==> config.mk <==
export PLATFORM = sky130hd
export DESIGN_NAME = param_reg_file
export DESIGN_NICKNAME = d
export VERILOG_FILES = /design/src/rtl/param_reg_file_pkg.sv /design/src/rtl/param_reg_file_reg_cell.sv /design/src/rtl/param_reg_file.sv
export SDC_FILE = /design/constraint.sdc
export NUM_CORES = 1
export LEC_CHECK = 0
export ABC_AREA = 1
export CELL_PAD_IN_SITES_DETAIL_PLACEMENT = 1
export CELL_PAD_IN_SITES_GLOBAL_PLACEMENT = 2
export CORE_MARGIN = 2
export CORE_UTILIZATION = 26
export DETAILED_ROUTE_END_ITERATION = 8
export GPL_TIMING_DRIVEN = 0
export HOLD_SLACK_MARGIN = 0.03
export PLACE_DENSITY = 0.83
export SYNTH_ARGS = -nofsm -noshare
export SYNTH_HDL_FRONTEND = slang
export SYNTH_SLANG_ARGS = --single-unit
==> constraint.sdc <==
create_clock -name Clock -period 1.4 [get_ports Clock]
set_clock_uncertainty 0.15 [all_clocks]
set_input_delay 0.14 -clock Clock [delete_from_list [all_inputs] [get_ports Clock]]
set_output_delay 0.14 -clock Clock [all_outputs]
set_load 0.01 [all_outputs]
==> src/rtl/param_reg_file_pkg.sv <==
// rtl/param_reg_file_pkg.sv - shared FunSel encodings and types for the parameterised register file
//
// Purpose : operation codes driven on FunSel, shared by the top level and every register cell.

package param_reg_file_pkg;

    typedef logic [1:0] fun_sel_t;

    localparam fun_sel_t FS_DEC   = 2'b00;
    localparam fun_sel_t FS_INC   = 2'b01;
    localparam fun_sel_t FS_LOAD  = 2'b10;
    localparam fun_sel_t FS_CLEAR = 2'b11;

endpackage

==> src/rtl/param_reg_file_reg_cell.sv <==
// rtl/param_reg_file_reg_cell.sv - one WIDTH-bit register with op decode, saturation and Ovf/Zero flags
//
// Purpose : a single register of the file. When en_i is high it executes fun_sel_i on the
//           rising edge; otherwise it holds. Tracks a sticky overflow/underflow flag.
// Ports   : Clock, Reset (synchronous, active-low)
//           fun_sel_i   - operation (DEC/INC/LOAD/CLEAR)
//           en_i        - write enable for this register
//           load_data_i - value stored by LOAD
//           value_o     - stored value
//           ovf_o       - sticky overflow/underflow flag
//           zero_o      - high when the stored value is 0

module reg_cell
    import param_reg_file_pkg::*;
#(
    parameter int WIDTH = 8,
    parameter int SAT   = 0
) (
    input  logic             Clock,
    input  logic             Reset,
    input  fun_sel_t         fun_sel_i,
    input  logic             en_i,
    input  logic [WIDTH-1:0] load_data_i,
    output logic [WIDTH-1:0] value_o,
    output logic             ovf_o,
    output logic             zero_o
);

    localparam logic [WIDTH-1:0] ALL_ONES = {WIDTH{1'b1}};
    localparam logic [WIDTH-1:0] ALL_ZERO = {WIDTH{1'b0}};
    localparam logic [WIDTH-1:0] ONE      = {{(WIDTH-1){1'b0}}, 1'b1};

    logic [WIDTH-1:0] value_q, value_d;
    logic             ovf_q, ovf_d;

    always_comb begin
        value_d = value_q;
        ovf_d   = ovf_q;
        if (en_i) begin
            case (fun_sel_i)
                FS_DEC: begin
                    if (value_q == ALL_ZERO) begin
                        // Underflow flags in both modes; only the stored value differs.
                        ovf_d   = 1'b1;
                        value_d = (SAT != 0) ? ALL_ZERO : ALL_ONES;
                    end else begin
                        value_d = value_q - ONE;
                    end
                end
                FS_INC: begin
                    if (value_q == ALL_ONES) begin
                        ovf_d   = 1'b1;
                        value_d = (SAT != 0) ? ALL_ONES : ALL_ZERO;
                    end else begin
                        value_d = value_q + ONE;
                    end
                end
                FS_LOAD: begin
                    // LOAD leaves the sticky flag alone on purpose.
                    value_d = load_data_i;
                end
                default: begin
                    value_d = ALL_ZERO;
                    ovf_d   = 1'b0;
                end
            endcase
        end
    end

    always_ff @(posedge Clock) begin
        if (!Reset) begin
            value_q <= ALL_ZERO;
            ovf_q   <= 1'b0;
        end else begin
            value_q <= value_d;
            ovf_q   <= ovf_d;
        end
    end

    assign value_o = value_q;
    assign ovf_o   = ovf_q;
    assign zero_o  = (value_q == ALL_ZERO);

endmodule

==> src/rtl/param_reg_file.sv <==
// rtl/param_reg_file.sv - DEPTH x WIDTH register file with per-register INC/DEC/LOAD/CLEAR and two read ports
//
// Purpose : DEPTH independent registers, each updated when its RegSel bit is set, plus two
//           combinational read ports. Selects at or beyond DEPTH read as 0.
// Ports   : Clock, Reset (synchronous, active-low)
//           FunSel  - operation applied to every selected register
//           RegSel  - per-register write enable
//           I       - load data
//           OutASel, OutBSel / OutA, OutB - read selects and read data
//           Ovf     - per-register sticky overflow/underflow flags
//           Zero    - per-register "value is 0" flags

module param_reg_file
    import param_reg_file_pkg::*;
#(
    parameter int WIDTH = 8,
    parameter int DEPTH = 4,
    parameter int SAT   = 0
) (
    input  logic                     Clock,
    input  logic                     Reset,
    input  logic [1:0]               FunSel,
    input  logic [DEPTH-1:0]         RegSel,
    input  logic [WIDTH-1:0]         I,
    input  logic [$clog2(DEPTH)-1:0] OutASel,
    input  logic [$clog2(DEPTH)-1:0] OutBSel,
    output logic [WIDTH-1:0]         OutA,
    output logic [WIDTH-1:0]         OutB,
    output logic [DEPTH-1:0]         Ovf,
    output logic [DEPTH-1:0]         Zero
);

    localparam int SELW = $clog2(DEPTH);

    logic [WIDTH-1:0] reg_val [DEPTH];

    for (genvar g = 0; g < DEPTH; g++) begin : g_cell
        reg_cell #(
            .WIDTH (WIDTH),
            .SAT   (SAT)
        ) u_cell (
            .Clock       (Clock),
            .Reset       (Reset),
            .fun_sel_i   (fun_sel_t'(FunSel)),
            .en_i        (RegSel[g]),
            .load_data_i (I),
            .value_o     (reg_val[g]),
            .ovf_o       (Ovf[g]),
            .zero_o      (Zero[g])
        );
    end

    // Compare-and-select rather than direct indexing, so selects past DEPTH fall through to 0.
    always_comb begin
        OutA = '0;
        for (int i = 0; i < DEPTH; i++) begin
            if (OutASel == SELW'(i)) begin
                OutA = reg_val[i];
            end
        end
    end

    always_comb begin
        OutB = '0;
        for (int i = 0; i < DEPTH; i++) begin
            if (OutBSel == SELW'(i)) begin
                OutB = reg_val[i];
            end
        end
    end

endmodule

==> flow_summary.toml <==
[worst_setup_path]
crit_path_end_kind = "primary output"
required_ns = 1.11
path_cells = "inv_4, ha_4, inv_2, nor2_4, nand2_2, nor2_4, buf_6, buf_6"
cp.arrival_ns = 1.45
cpLargestDelayFamily = "flip-flops"
path_max_fanout = 2
start_kind = "register"
worstSetupPathType = "register to primary output"
cp_slowest_cell = "dfxtp_4"
crit_buf_inv = 4
crit_path_max_incr_delay_ns = 0.36

[place]
post_dp_cell_area_um2 = 4490
dpl.cell_count = 896
numPortBuffers = 39
dp_worst_setup_slack_ns = -1.04
dpl.hpwl_um = 12400
globalplace.congestion = 0.945

[detailed_routing]
ant_nets = 0
vias_per_cell = 5.37
num_vias = 5387
drtIter0Drc = 317
wl_per_cell_um = 21.0
drt-total-wl_um = 21100
route.detailed.drc = 0
drt_pass1_iterations = 4

[die]
start_util = 0.267
coreArea_um2 = 13900
die_w_um = 123
die-area_um2 = 15200
die_y_um = 123
rows = 43
ios = 44

[power]
power_density_nw_per_um2 = 738
vdd_drop_max_v = 0.000386
p_leak_nw = 2.95

[timing]
worst_slack_ns = -0.337
slew_viol_final = 0
rsz0062_at_grt = "yes"
relSlewSlack = 0.625
max_freq_mhz = 576
tightest_slew_ns = 0.562
hold_viol = 0
worst_hold_slack_ns = 0.0508
min_period_over_period = 1.24
setup_violations = 54
period_needed_ns = 1.74

[yosys]
yosysUniqueCellTypes = 28
synth_edf_count = 0
synth_nets = 708
synth.most_common_cell = "nand2_1"
ys_seq_elements = 36
yosys-top-cells-count = "nand2_1 (229), nor2_1 (70), nand3_1 (66)"
synth-main-ff-cell = "dfxtp_1"
ys_warn_count = 0
syn_inst = 677
netlist_area_um2 = 3710
ys_seq_area_frac = 0.194
yosysTopAreaCell = "nand2_1"
yosysTopAreaCellShare = 0.232
synth.area.top_cells = "nand2_1 (23%), dfxtp_1 (19%), nand3_1 (8.9%)"
async_flop_share = 0
avgSynthCellArea_um2 = 5.48

[cts]
clk_latency_ns = 0.30
path_clk_slew_ns = 0.06
cts.sinks = 36
numCtsBuffers = 5
cts_tree = "yes"
cts_root_buf = "clkbuf_16"
cts_htree_levels = 2
ctsLongestPathBuffers = 2

[status]
violations = "setup timing"
outcome = "finished, violations left"

[global_route]
antenna_found_initial = 0
track_usage = 0.258
grt_pass1_vias = 5187
overflow = 0
grt_max_degree = 11
grt_pass1_wl_um = 29400

[finish]
n_antenna_cell = 0
fin_nets = 854
fin_util = 0.485
syn_to_final_growth_pct = 81.6
final_cell_area_um2 = 6730
drive_gt1_frac = 0.545
instances_no_fill = 1004

[min_path]
holdCritPathClass = "input port to register"

[run]
cap_viol_max_count = 0
per-layer routing:
layer	share of wire	vias to the layer above	track usage
met5	0	-	0
met4	0.060	0	0.119
met3	0.057	70	0.0378
met2	0.49	205	0.426
met1	0.39	2643	0.330
li1	-	2469	-
what timing repair did:
action / 4_1_cts / 5_1_grt
setup buffers: 75 / 32
cloned: 0 / 1
setup endpoints to repair: 60 / 56
hold buffers: 0 / 0
endpoints found under the hold margin: 0 / 0
pin swaps: 91 / 60
gates resized for setup: 367 / 155
flip-flops by register name (all words and copies together) (netlist names):
register               cells
g_cell.u_cell.value_o     32
g_cell.u_cell.ovf_o        4
cell families after synthesis:
| group | count (synthesis) | share of synthesized area |
|---|---|---|
| and+or+nand+nor | 388 | 0.433 |
| buffers and inverters | 109 | 0.130 |
| DFF | 36 | 0.194 |
| AOI/OAI and AO/OA | 123 | 0.182 |
| xor gates and xnor gates | 10 | 0.0236 |
| adders and majority gates | 11 | 0.0371 |
metrics by stage:
step           setup TNS, ns  power (W)
3_5_place_dp          -41.77    0.00277
3_3_place_gp          -40.13    0.00273
4_1_cts                -8.91    0.00450
6_report              -10.72    0.00497
2_1_floorplan         -0.299    0.00221
5_1_grt               -13.61    0.00518
tightest hold or removal path, cell delays in order:
cell     delay, ns
buf_2         0.19
nand2_2       0.10
a21oi_2       0.04
final timing paths:
check | slack [ns] | cells past startpoint | from | end
hold reg to reg | 0.31 | 2 | g_cell[1].u_cell.ovf_o | g_cell[1].u_cell.ovf_o
hold / removal | 0.05 | 3 | RegSel[3] | g_cell[3].u_cell.value_o[5]
setup / recovery | -0.34 | 8 | g_cell[1].u_cell.value_o[1] | Zero[1]
setup reg to reg | -0.32 | 12 | g_cell[3].u_cell.value_o[0] | g_cell[3].u_cell.value_o[4]
placed cells by master (no fill, tap or decap), types with 8 or more instances in the layout:
cell type,count
inv_2,23
a21oi_1,29
nor2_1,35
nand2_1,170
ha_4,11
nand3_2,22
o21ai_2,15
inv_4,12
buf_2,21
o21ai_1,14
dfxtp_2,8
clkdlybuf4s50_1,8
o21ai_0,9
dfxtp_1,8
dfxtp_4,20
inv_1,23
nor2_2,12
a21oi_2,33
nor2_4,31
nand2_2,46
buf_4,72
buf_6,51
nand3_1,43
nand2_4,18
power breakdown:
group          switching [W]  leakage, nW  internal [W]  total (W)
Combinational        0.00148         2.57       0.00113    0.00261
Sequential         0.0000997        0.313       0.00109    0.00119
Clock               0.000505       0.0652      0.000665    0.00117
area by class of cell:
class	instances	area, µm²
fill	1728	7150
multi-input combinational	532	3640
timing repair buffer	143	1290
sequential	36	806
inverter	74	359
buffer	31	280
tap	180	225
clock buffer	8	136
Power figures use the tool's default switching activity.
